===== src/rtl/alu_pkg.sv =====
// -----------------------------------------------------------------------------
// alu_pkg
// Shared definitions for the alu_core block:
//   - default operand / command widths
//   - INP_VALID operand-valid encodings
//   - arithmetic (MODE=1) and logical (MODE=0) command encodings
// -----------------------------------------------------------------------------
package alu_pkg;

    localparam int DW_DEFAULT = 8;
    localparam int CW_DEFAULT = 4;

    // INP_VALID encodings: bit 0 qualifies OPA, bit 1 qualifies OPB
    localparam logic [1:0] IV_NONE = 2'b00;
    localparam logic [1:0] IV_A    = 2'b01;
    localparam logic [1:0] IV_B    = 2'b10;
    localparam logic [1:0] IV_BOTH = 2'b11;

    typedef enum logic [3:0] {
        A_ADD     = 4'd0,
        A_SUB     = 4'd1,
        A_ADD_CIN = 4'd2,
        A_SUB_CIN = 4'd3,
        A_INC_A   = 4'd4,
        A_DEC_A   = 4'd5,
        A_INC_B   = 4'd6,
        A_DEC_B   = 4'd7,
        A_CMP     = 4'd8,
        A_MUL_INC = 4'd9,
        A_MUL_SHL = 4'd10
    } arith_cmd_e;

    typedef enum logic [3:0] {
        L_AND   = 4'd0,
        L_NAND  = 4'd1,
        L_OR    = 4'd2,
        L_NOR   = 4'd3,
        L_XOR   = 4'd4,
        L_XNOR  = 4'd5,
        L_NOT_A = 4'd6,
        L_NOT_B = 4'd7,
        L_SHR_A = 4'd8,
        L_SHL_A = 4'd9,
        L_SHR_B = 4'd10,
        L_SHL_B = 4'd11,
        L_ROL_A = 4'd12,
        L_ROR_A = 4'd13
    } logic_cmd_e;

endpackage


===== src/rtl/alu_mult_stage.sv =====
// -----------------------------------------------------------------------------
// alu_mult_stage
// First stage of the two-stage multiply path: captures the operands and the
// multiply flavour, and presents the product of the captured operands. The
// second stage is the alu_core output register that samples o_prod.
//   i_clk, i_rst_n : clock, asynchronous active-low reset
//   i_ce           : clock enable (0 holds the captured operands)
//   i_load         : capture i_a / i_b / i_shl on this edge
//   i_shl          : 0 -> (A+1)*(B+1), 1 -> ((A<<1) mod 2^DW)*B
//   o_prod         : 2*DW-bit product (truncated) of the captured operands
// -----------------------------------------------------------------------------
module alu_mult_stage
    import alu_pkg::*;
#(
    parameter int DW = DW_DEFAULT
) (
    input  logic            i_clk,
    input  logic            i_rst_n,
    input  logic            i_ce,
    input  logic            i_load,
    input  logic            i_shl,
    input  logic [DW-1:0]   i_a,
    input  logic [DW-1:0]   i_b,
    output logic [2*DW-1:0] o_prod
);

    logic [DW-1:0]   r_a;
    logic [DW-1:0]   r_b;
    logic            r_shl;
    logic [2*DW-1:0] w_a_inc;
    logic [2*DW-1:0] w_b_inc;
    logic [2*DW-1:0] w_a_shl;
    logic [2*DW-1:0] w_b_ext;

    // Operand capture register
    always_ff @(posedge i_clk or negedge i_rst_n) begin
        if (!i_rst_n) begin
            r_a   <= '0;
            r_b   <= '0;
            r_shl <= 1'b0;
        end else if (i_ce && i_load) begin
            r_a   <= i_a;
            r_b   <= i_b;
            r_shl <= i_shl;
        end
    end

    // (A+1)*(B+1) can reach 2^(2*DW); the top bit is dropped with the truncation
    assign w_a_inc = {{DW{1'b0}}, r_a} + {{(2*DW-1){1'b0}}, 1'b1};
    assign w_b_inc = {{DW{1'b0}}, r_b} + {{(2*DW-1){1'b0}}, 1'b1};
    assign w_a_shl = {{DW{1'b0}}, r_a[DW-2:0], 1'b0};
    assign w_b_ext = {{DW{1'b0}}, r_b};
    assign o_prod  = r_shl ? (w_a_shl * w_b_ext) : (w_a_inc * w_b_inc);

endmodule


===== src/rtl/alu_core.sv =====
// -----------------------------------------------------------------------------
// alu_core
// Registered arithmetic/logic unit. One-cycle latency; multiplies take two.
// Results leave in issue order: an op issued right behind a multiply is
// parked for one cycle in a single-entry slot, and the slot drains on the
// next cycle with no accepted op.
// Optional feature macro: ALU_MULT_EN (arithmetic CMD 9/10 multiplies);
// without it CMD 9/10 are undefined and report ERR.
// Ports:
//   CLK, RST (async active-low), CE (clock enable)
//   INP_VALID[1:0] (bit0 OPA, bit1 OPB), MODE (1 arith / 0 logic), CMD[CW-1:0]
//   OPA, OPB [DW-1:0], CIN
//   RES[2*DW-1:0], COUT, OFLOW, G, L, E, ERR  (all registered)
// -----------------------------------------------------------------------------
module alu_core
    import alu_pkg::*;
#(
    parameter int DW = DW_DEFAULT,
    parameter int CW = CW_DEFAULT
) (
    input  logic            CLK,
    input  logic            RST,
    input  logic            CE,
    input  logic [1:0]      INP_VALID,
    input  logic            MODE,
    input  logic [CW-1:0]   CMD,
    input  logic [DW-1:0]   OPA,
    input  logic [DW-1:0]   OPB,
    input  logic            CIN,
    output logic [2*DW-1:0] RES,
    output logic            COUT,
    output logic            OFLOW,
    output logic            G,
    output logic            L,
    output logic            E,
    output logic            ERR
);

    localparam int SW = $clog2(DW);

    // Flag vector layout: {COUT, OFLOW, G, L, E, ERR}
    logic [2*DW-1:0] r_res;
    logic [5:0]      r_fl;
    logic            r_slot_v;
    logic            r_slot_mult;
    logic [2*DW-1:0] r_slot_res;
    logic [5:0]      r_slot_fl;

    logic [DW:0]     w_add, w_add_c, w_sub, w_sub_c;
    logic [DW:0]     w_inc_a, w_dec_a, w_inc_b, w_dec_b;
    logic [2*DW-1:0] w_rol, w_ror;
    logic            w_rot_bad;
    logic [2*DW-1:0] w_res;
    logic [DW-1:0]   w_lo;
    logic            w_cout, w_oflow, w_g, w_l, w_e;
    logic            w_undef;
    logic            w_is_mult;
    logic [1:0]      w_need;
    logic            w_bad;
    logic [2*DW-1:0] w_res_f;
    logic [5:0]      w_fl;
    logic            w_mult;
    logic            w_accept;
    logic [2*DW-1:0] w_prod;
    logic [2*DW-1:0] w_slot_res;
    logic [5:0]      w_slot_fl;

    // Borrow is bit DW of each (DW+1)-bit difference
    assign w_add   = {1'b0, OPA} + {1'b0, OPB};
    assign w_add_c = w_add + {{DW{1'b0}}, CIN};
    assign w_sub   = {1'b0, OPA} - {1'b0, OPB};
    assign w_sub_c = w_sub - {{DW{1'b0}}, CIN};
    assign w_inc_a = {1'b0, OPA} + {{DW{1'b0}}, 1'b1};
    assign w_dec_a = {1'b0, OPA} - {{DW{1'b0}}, 1'b1};
    assign w_inc_b = {1'b0, OPB} + {{DW{1'b0}}, 1'b1};
    assign w_dec_b = {1'b0, OPB} - {{DW{1'b0}}, 1'b1};

    // Rotates via a doubled copy of A: ROL keeps the upper half, ROR the lower
    assign w_rol     = {OPA, OPA} << OPB[SW-1:0];
    assign w_ror     = {OPA, OPA} >> OPB[SW-1:0];
    assign w_rot_bad = |OPB[DW-1:SW];
    assign w_accept  = (INP_VALID != IV_NONE);

    // Command decode: raw result, flags and required operands
    always_comb begin
        w_res     = '0;
        w_lo      = '0;
        w_cout    = 1'b0;
        w_oflow   = 1'b0;
        w_g       = 1'b0;
        w_l       = 1'b0;
        w_e       = 1'b0;
        w_undef   = 1'b0;
        w_is_mult = 1'b0;
        w_need    = IV_BOTH;
        if (MODE) begin
            case (CMD)
                CW'(A_ADD):     begin w_res = {{(DW-1){1'b0}}, w_add};   w_cout = w_add[DW];   end
                CW'(A_SUB):     begin w_lo = w_sub[DW-1:0];   w_oflow = w_sub[DW];   end
                CW'(A_ADD_CIN): begin w_res = {{(DW-1){1'b0}}, w_add_c}; w_cout = w_add_c[DW]; end
                CW'(A_SUB_CIN): begin w_lo = w_sub_c[DW-1:0]; w_oflow = w_sub_c[DW]; end
                CW'(A_INC_A):   begin w_res = {{(DW-1){1'b0}}, w_inc_a}; w_cout = w_inc_a[DW]; w_need = IV_A; end
                CW'(A_DEC_A):   begin w_lo = w_dec_a[DW-1:0]; w_oflow = w_dec_a[DW]; w_need = IV_A; end
                CW'(A_INC_B):   begin w_res = {{(DW-1){1'b0}}, w_inc_b}; w_cout = w_inc_b[DW]; w_need = IV_B; end
                CW'(A_DEC_B):   begin w_lo = w_dec_b[DW-1:0]; w_oflow = w_dec_b[DW]; w_need = IV_B; end
                CW'(A_CMP): begin
                    w_g = (OPA > OPB);
                    w_l = (OPA < OPB);
                    w_e = (OPA == OPB);
                end
`ifdef ALU_MULT_EN
                CW'(A_MUL_INC), CW'(A_MUL_SHL): w_is_mult = 1'b1;
`endif
                default: w_undef = 1'b1;
            endcase
        end else begin
            case (CMD)
                CW'(L_AND):   w_lo = OPA & OPB;
                CW'(L_NAND):  w_lo = ~(OPA & OPB);
                CW'(L_OR):    w_lo = OPA | OPB;
                CW'(L_NOR):   w_lo = ~(OPA | OPB);
                CW'(L_XOR):   w_lo = OPA ^ OPB;
                CW'(L_XNOR):  w_lo = ~(OPA ^ OPB);
                CW'(L_NOT_A): begin w_lo = ~OPA;      w_need = IV_A; end
                CW'(L_NOT_B): begin w_lo = ~OPB;      w_need = IV_B; end
                CW'(L_SHR_A): begin w_lo = OPA >> 1;  w_need = IV_A; end
                CW'(L_SHL_A): begin w_lo = OPA << 1;  w_need = IV_A; end
                CW'(L_SHR_B): begin w_lo = OPB >> 1;  w_need = IV_B; end
                CW'(L_SHL_B): begin w_lo = OPB << 1;  w_need = IV_B; end
                CW'(L_ROL_A): begin w_lo = w_rol[2*DW-1:DW]; w_undef = w_rot_bad; end
                CW'(L_ROR_A): begin w_lo = w_ror[DW-1:0];    w_undef = w_rot_bad; end
                default: w_undef = 1'b1;
            endcase
        end
    end

    // Error gating: an illegal op reports ERR alone with a zero result
    always_comb begin
        w_bad = w_undef | ((INP_VALID & w_need) != w_need);
        if (w_bad) begin
            w_res_f = '0;
            w_fl    = 6'b000001;
            w_mult  = 1'b0;
        end else begin
            w_res_f = w_res | {{DW{1'b0}}, w_lo};
            w_fl    = {w_cout, w_oflow, w_g, w_l, w_e, 1'b0};
            w_mult  = w_is_mult;
        end
    end

`ifdef ALU_MULT_EN
    alu_mult_stage #(.DW(DW)) u_mult (
        .i_clk   (CLK),
        .i_rst_n (RST),
        .i_ce    (CE),
        .i_load  (w_accept & w_mult),
        .i_shl   (CMD == CW'(A_MUL_SHL)),
        .i_a     (OPA),
        .i_b     (OPB),
        .o_prod  (w_prod)
    );
`else
    assign w_prod = '0;
`endif

    // A parked multiply takes its result from the multiplier, not the slot
    assign w_slot_res = r_slot_mult ? w_prod : r_slot_res;
    assign w_slot_fl  = r_slot_mult ? 6'b000000 : r_slot_fl;

    // Output registers and the in-order parking slot
    always_ff @(posedge CLK or negedge RST) begin
        if (!RST) begin
            r_res       <= '0;
            r_fl        <= 6'b000000;
            r_slot_v    <= 1'b0;
            r_slot_mult <= 1'b0;
            r_slot_res  <= '0;
            r_slot_fl   <= 6'b000000;
        end else if (CE) begin
            if (w_accept) begin
                if (r_slot_v) begin
                    r_res       <= w_slot_res;
                    r_fl        <= w_slot_fl;
                    r_slot_res  <= w_res_f;
                    r_slot_fl   <= w_fl;
                    r_slot_mult <= w_mult;
                end else if (w_mult) begin
                    r_slot_v    <= 1'b1;
                    r_slot_res  <= w_res_f;
                    r_slot_fl   <= w_fl;
                    r_slot_mult <= 1'b1;
                end else begin
                    r_res <= w_res_f;
                    r_fl  <= w_fl;
                end
            end else if (r_slot_v) begin
                r_res       <= w_slot_res;
                r_fl        <= w_slot_fl;
                r_slot_v    <= 1'b0;
                r_slot_mult <= 1'b0;
            end
        end
    end

    assign RES                          = r_res;
    assign {COUT, OFLOW, G, L, E, ERR}  = r_fl;

endmodule


===== config.mk =====
export PLATFORM = sky130hd
export DESIGN_NAME = alu_core
export DESIGN_NICKNAME = d
export VERILOG_FILES = /design/src/rtl/alu_pkg.sv /design/src/rtl/alu_mult_stage.sv /design/src/rtl/alu_core.sv
export SDC_FILE = /design/constraint.sdc
export NUM_CORES = 1
export LEC_CHECK = 0
export ABC_AREA = 1
export BUFFER_PORTS_ARGS = -buffer_cell sky130_fd_sc_hd__buf_2
export CORE_AREA = 2 2 93 95
export DETAILED_ROUTE_END_ITERATION = 12
export DIE_AREA = 0 0 95 97
export PLACE_DENSITY = 0.81
export SLEW_MARGIN = 10
export SYNTH_ARGS = -nofsm -noshare
export SYNTH_HDL_FRONTEND = slang
export SYNTH_SLANG_ARGS = --single-unit

===== constraint.sdc =====
create_clock -name CLK -period 2.4 [get_ports CLK]
set_clock_uncertainty 0.2 [all_clocks]
set_input_delay 0.24 -clock CLK [delete_from_list [all_inputs] [get_ports CLK]]
set_output_delay 0.24 -clock CLK [all_outputs]
set_load 0.02 [all_outputs]

== Word level (Yosys, flattened, before mapping) ==
Cells that the tools add are included.

* Flip-flop bits (word level): 45
* Bits in latches: 0
* Bits in writable memories: 0
* Memory bits (read-only): 0
* Logic and storage cells: 87
* Memories: 0

* $add $sub $neg: 8
* Multiply operators: 0
* Div/mod/pow operators: 0
* Order comparisons: 2
* Equal/unequal tests: 15
* Shifts and indexed selects: 2
* Mux-type cells: 31
* Bitwise logic cells: 11
* Reductions and logical operators: 13

{| class="wikitable"
|+ Operator list
! operator !! count
|-
| $pmux 8 s14 || 1
|-
| $mux 16 || 5
|-
| $not 8->8 || 5
|-
| $pmux 9 s4 || 1
|-
| $pmux 8 s4 || 1
|-
| $eq 4x4->1 const B || 6
|-
| $mux 6 || 4
|-
| $add 8x1->9 const B || 2
|-
| $sub 8x1->9 const B || 2
|-
| $eq 4x3->1 const B || 4
|-
| $or 16x8->16 || 1
|-
| $shl 16x3->16 || 1
|-
| $shr 16x3->8 || 1
|-
| $mux 1 || 12
|-
| $reduce_or 12->1 || 1
|-
| $add 8x8->9 || 1
|-
| $add 9x1->9 || 1
|-
| $reduce_or 9->1 || 1
|-
| $sub 8x8->9 || 1
|-
| $sub 9x1->9 || 1
|-
| $and 8x8->8 || 1
|-
| $eq 4x2->1 const B || 2
|-
| $eq 8x8->1 || 1
|-
| $gt 8x8->1 || 1
|-
| other kinds (19) || 25
|}

== Depth between registers and ports, before layout ==
* Depth in word-level cells: 10
* Depth in mapped cells: 22
* Depth with buffers taken out: 19

== Worst setup path after synthesis ==
OpenSTA, ideal clock, no wires.

* Kind: input port to flip-flop
* Start: input port OPB[2]
* End: register r_fl[4]
* Library setup time: 0.116 ns
* Data arrival time: 2.407 ns
* Required time: 2.084 ns
* Setup slack: -0.323 ns
* Stages on the path: 21
* Cell sequence: inv_1 clkbuf_1 buf_2 ha_1 buf_6 nor2_4 nand2_1 nand2_1 nand2_1 nand2_2 nand2_2 nor2_4 nand3_1 nor2_1 nand2_1 nand3_1 nand2_1 nand2_1 nand2_1 nand2_1 nand2_1

* Cells in the longest elaborated chain, start to end: 7

{| class="wikitable"
|+ Ends and longest elaborated chain
! what !! RTL line !! RTL
|-
| start: declaration || alu_core.sv:28 || <nowiki>input logic [DW-1:0] OPB,</nowiki>
|-
| $sub 8x8->9 || alu_core.sv:71 || <nowiki>assign w_sub = {1'b0, OPA} - {1'b0, OPB};</nowiki>
|-
| $sub 9x1->9 || alu_core.sv:72 || <nowiki>assign w_sub_c = w_sub - {{DW{1'b0}}, CIN};</nowiki>
|-
| $pmux 1 s4 (*) || alu_core.sv:97 || <nowiki>case (CMD)</nowiki>
|-
| $mux 1 (*) || alu_core.sv:96 || <nowiki>if (MODE) begin</nowiki>
|-
| $mux 6 (*) || alu_core.sv:140 || <nowiki>if (w_bad) begin</nowiki>
|-
| $mux 6 (*) || alu_core.sv:181 || <nowiki>if (r_slot_v) begin</nowiki>
|-
| $mux 6 (*) || alu_core.sv:180 || <nowiki>if (w_accept) begin</nowiki>
|-
| end signal: assignment || alu_core.sv:183 || <nowiki>r_fl <= w_slot_fl;</nowiki>
|-
| end signal: assignment || alu_core.sv:194 || <nowiki>r_fl <= w_fl;</nowiki>
|-
| end signal: assignment || alu_core.sv:198 || <nowiki>r_fl <= w_slot_fl;</nowiki>
|-
| end: declaration || alu_core.sv:43 || <nowiki>logic [5:0] r_fl;</nowiki>
|}

Mark *: on every way between the ends. The rest lies on a longest branch, timed or not.
A chain may end at the register's enable or synchronous reset.

== Worst setup path in the final report ==
* Start: input port OPB[0]
* End: register r_res[6], in the netlist RES[6]

* Cells in the longest elaborated chain, start to end: 8

{| class="wikitable"
|+ Ends and longest elaborated chain
! what !! RTL line !! RTL
|-
| $add 8x8->9 or $sub 8x8->9 (tied branches) || alu_core.sv:69, alu_core.sv:71 ||
|-
| $add 9x1->9 or $sub 9x1->9 (tied branches) || alu_core.sv:70, alu_core.sv:72 ||
|-
| $pmux 9 s4 or $pmux 8 s4 (tied branches) || alu_core.sv:97 ||
|-
| $mux 16 or $mux 8 (tied branches) || alu_core.sv:96 ||
|-
| $or 16x8->16 (*) || alu_core.sv:145 || <nowiki>w_res_f = w_res | {{DW{1'b0}}, w_lo};</nowiki>
|-
| $mux 16 (*) || alu_core.sv:140 ||
|-
| $mux 16 (*) || alu_core.sv:181 ||
|-
| $mux 16 (*) || alu_core.sv:180 ||
|-
| end signal: assignment || alu_core.sv:182 || <nowiki>r_res <= w_slot_res;</nowiki>
|-
| end signal: assignment || alu_core.sv:193 || <nowiki>r_res <= w_res_f;</nowiki>
|-
| end signal: assignment || alu_core.sv:197 || <nowiki>r_res <= w_slot_res;</nowiki>
|-
| end: declaration || alu_core.sv:42 || <nowiki>logic [2*DW-1:0] r_res;</nowiki>
|}

Marked as above.

==> reports/metrics.csv <==
stage,metric,value,unit
worst_hold_path,Hold EP,r_slot_v,
grt,largest net degree at the start of global routing,30,
placed_design,GPL Wtd Cong,1.02,
setup_path,R2R Path End,r_fl[3],
drt,vias per inst,6.35,
setup_path,Critical Path Fanout Max,5,
drt,Via Count,7109,
synthesis,yosys warns,0,
clocking,clock buffer count from CTS,5,
setup_path,Critical Path Start Type,primary input,
synthesis,Mapped Cells,879,
placed_design,dpl hpwl,16.0,mm
setup_path,CP Class,in -> reg,
setup_path,RR Startpoint,r_slot_v,
sta,RSZ-0062 raised after global routing,yes,
sta,Slew headroom,0.555,
clocking,# H-tree levels,2,
die,Rows,33,
sta,period utilisation layout,1.01,
sta,Worst Tran Pin Value,0.668,ns
drt,post-DR wirelength/cell,19.2,microns
synthesis,Main synth FF type,dfrtp_1,
grt,global-route wire length before repair,33.2,mm
final_layout,Layout Nets,1075,
synthesis,average size of a mapped cell,5.63,sq um
setup_path,Crit. Startpoint,OPB[0],
die,chip height,97,microns
drt,DR iter-0 viols,1156,
drt,First-pass DRT Iterations,7,
sta,Period minus WS final,2.42,ns
sta,# setup viols final,1,
clocking,Sink Count,29,
setup_path,reg2reg setup slack,0.58,ns
final_layout,Final Core Density,0.791,
setup_path,Worst Reg-to-Reg Cells,5,
power,Max VDD drop,0.000407,V
clocking,root buf cell,clkbuf_8,
placed_design,Port Buffers,41,
clocking,CTS tree,done,
die,Die X,95,microns
grt,vias in the first global route,6648,
worst_hold_path,hold wc startpoint,INP_VALID[1],
final_layout,area delta synth->final,30.0,%
sta,Fmax,413,MHz
clocking,"CTS clk-pin slew, worst paths",0.06,ns
setup_path,Critical Path End Type,flip-flop,
placed_design,Post-Place Setup Slack,-0.400,ns
sta,Slew Limit Fails,0,
sta,final hold violations,0,
status,status,finished with violations,
setup_path,Worst Path Required,2.37,ns
die,die area,9220,sq um
synthesis,"EDFF count, synth",0,
setup_path,critical path data arrival time,2.39,ns
final_layout,Ant. Diodes,0,
drt,Residual DRC,0,
power,Leakage,0.00327,uW
final_layout,share of post-route cells with drive strength above 1,0.256,
grt,GRT Residual Overflow,0,
synthesis,Seq cells post-synth,29,
grt,gr usage total,0.460,
synthesis,sequential area share after synthesis,0.147,
setup_path,worst path cell trace,buf_12 -> ha_4 -> fa_1 -> ha_2 -> inv_2 -> nor2_4 -> nand3_2 -> nor2_1 -> nand2_1 -> nand3_2 -> nand3_2 -> o21ai_2 -> nand3_1 -> nand2_1 -> nand2_1,
sta,slack of the critical path,-0.0218,ns
run,number of max-cap violations,0,
grt,initial antenna violation count,0,
setup_path,Crit-path slowest cell,fa_1,
synthesis,async set-reset flop share out of synthesis,1.00,
synthesis,"Cell Area, Synth",4950,sq um
status,failing checks,setup timing,
setup_path,"slowest stage delay, CP",0.56,ns
power,PD cells,390,nW/um^2
sta,Worst Hold Margin,0.137,ns
synthesis,post-synth cell types,46,
die,io pins,49,
die,Initial Util,0.609,
die,Core Box Area,8130,sq um
worst_hold_path,hold path cells,3,
drt,post-route ant nets,0,
clocking,clk_lat worst skew,0.28,ns
sta,setup TNS,-0.0218,ns
clocking,Clock Tree Buf Depth,2,
worst_hold_path,Worst Hold Class,in -> reg,
drt,overall routed net length,21.4,mm
-- flip-flops by register name (all words and copies together) (netlist names) --
name and cells:
RES 8, r_fl 6, r_slot_fl 5, r_slot_res 9, r_slot_v 1
-- worst max-delay path by stage --
| stage | slack [ns] | endpoint |
|---|---|---|
| after detailed placement | -0.40 | r_slot_res[5] |
| final | -0.02 | RES[6] |
| after global placement | -0.29 | RES[4] |
| after global routing | -0.09 | r_fl[4] |
| after floorplan | 0.009 | r_slot_res[6] |
| after CTS | 0.002 | RES[4] |
-- cell type report --
type | instances | area, sq um
flip-flops and latches | 29 | 726
inverters | 105 | 418
clock buffers | 7 | 86.3
clock inverters | 1 | 30.0
fillers | 611 | 1700
multi-input cells | 710 | 3880
well taps | 105 | 131
repair buffers | 163 | 1160
-- critical path, delay by kind of cell --
family,cells,cell delay [ns]
simple gates,9,0.88
buf+inv,2,0.16
compound gates,1,0.19
fa+ha+maj,3,0.93
-- cells in the mapped netlist, types with 3 or more instances --
library cell | count | area (sq um)
a21oi_1 | 40 | 200
a221oi_1 | 3 | 26.3
buf_2 | 17 | 85.1
buf_4 | 11 | 82.6
clkbuf_1 | 11 | 41.3
clkinv_1 | 5 | 18.8
dfrtp_1 | 29 | 726
ha_1 | 32 | 400
inv_1 | 84 | 315
inv_2 | 15 | 56.3
nand2_1 | 272 | 1020
nand2_2 | 8 | 50.1
nand3_1 | 82 | 410
nand4_1 | 16 | 100
nor2_1 | 64 | 240
nor2_4 | 5 | 56.3
nor3_1 | 19 | 95.1
o2111ai_1 | 5 | 43.8
o211ai_1 | 6 | 45.0
o21a_1 | 6 | 45.0
o21ai_0 | 75 | 375
o21ai_1 | 21 | 105
o22ai_1 | 21 | 131
o31ai_1 | 4 | 30.0
-- layer usage --
layer / up-vias / wire, microns / GRT usage / part of all wire
li1: 3185 / - / - / -
met1: 3156 / 7890 / 0.602 / 0.37
met2: 609 / 9070 / 0.700 / 0.42
met3: 159 / 3010 / 0.117 / 0.14
met4: 0 / 1480 / 0.220 / 0.069
met5: - / 0 / 0 / 0
-- stage by stage --
step / instances / area [sq um] / total power, uW
after global placement: 1103 / 5970 / 1770
after detailed placement: 1103 / 5970 / 1810
final: 1120 / 6430 / 2510
after floorplan: 885 / 5040 / 1320
after CTS: 1115 / 6170 / 2370
after global routing: 1120 / 6430 / 2630
-- where the power goes --
| group | internal (uW) | switching (uW) | total (uW) |
|---|---|---|---|
| Combinational | 509 | 856 | 1370 |
| Clock | 338 | 195 | 533 |
| Sequential | 566 | 43.4 | 609 |
-- cell families after synthesis --
kind of cell | Yosys count | share of synthesized area
xor gates and xnor gates | 2 | 0.00354
DFF | 29 | 0.147
other | 1 | 0.000758
and+or+nand+nor | 473 | 0.408
adders and majority gates | 34 | 0.0890
muxes | 1 | 0.00202
buffers and inverters | 146 | 0.127
AOI/OAI and AO/OA | 193 | 0.223
-- placed cells by master, fill, tap and decap left out, types with 7 or more instances in the layout --
cell / instances
nand3_1: 75
conb_1: 7
nor2_2: 11
ha_1: 20
dfrtp_1: 29
nor2_1: 52
o21ai_0: 71
inv_1: 77
nand3_2: 7
nand4_1: 16
o21ai_1: 21
nand2_1: 265
a21oi_1: 37
nor2_4: 8
buf_2: 39
nor3_1: 19
inv_2: 20
ha_4: 8
o22ai_1: 21
buf_4: 119
nand2_2: 15
-- repair_timing --
action | 4_1_cts | 5_1_grt
endpoints found under the setup margin | 12 | 18
hold endpoints to repair | 30 | 0
hold buffers | 2 | 0
gates resized for setup | 15 | 57
buffers inserted | 2 | 5
pin swaps | 13 | 37
(Power assumes the default switching activity.)
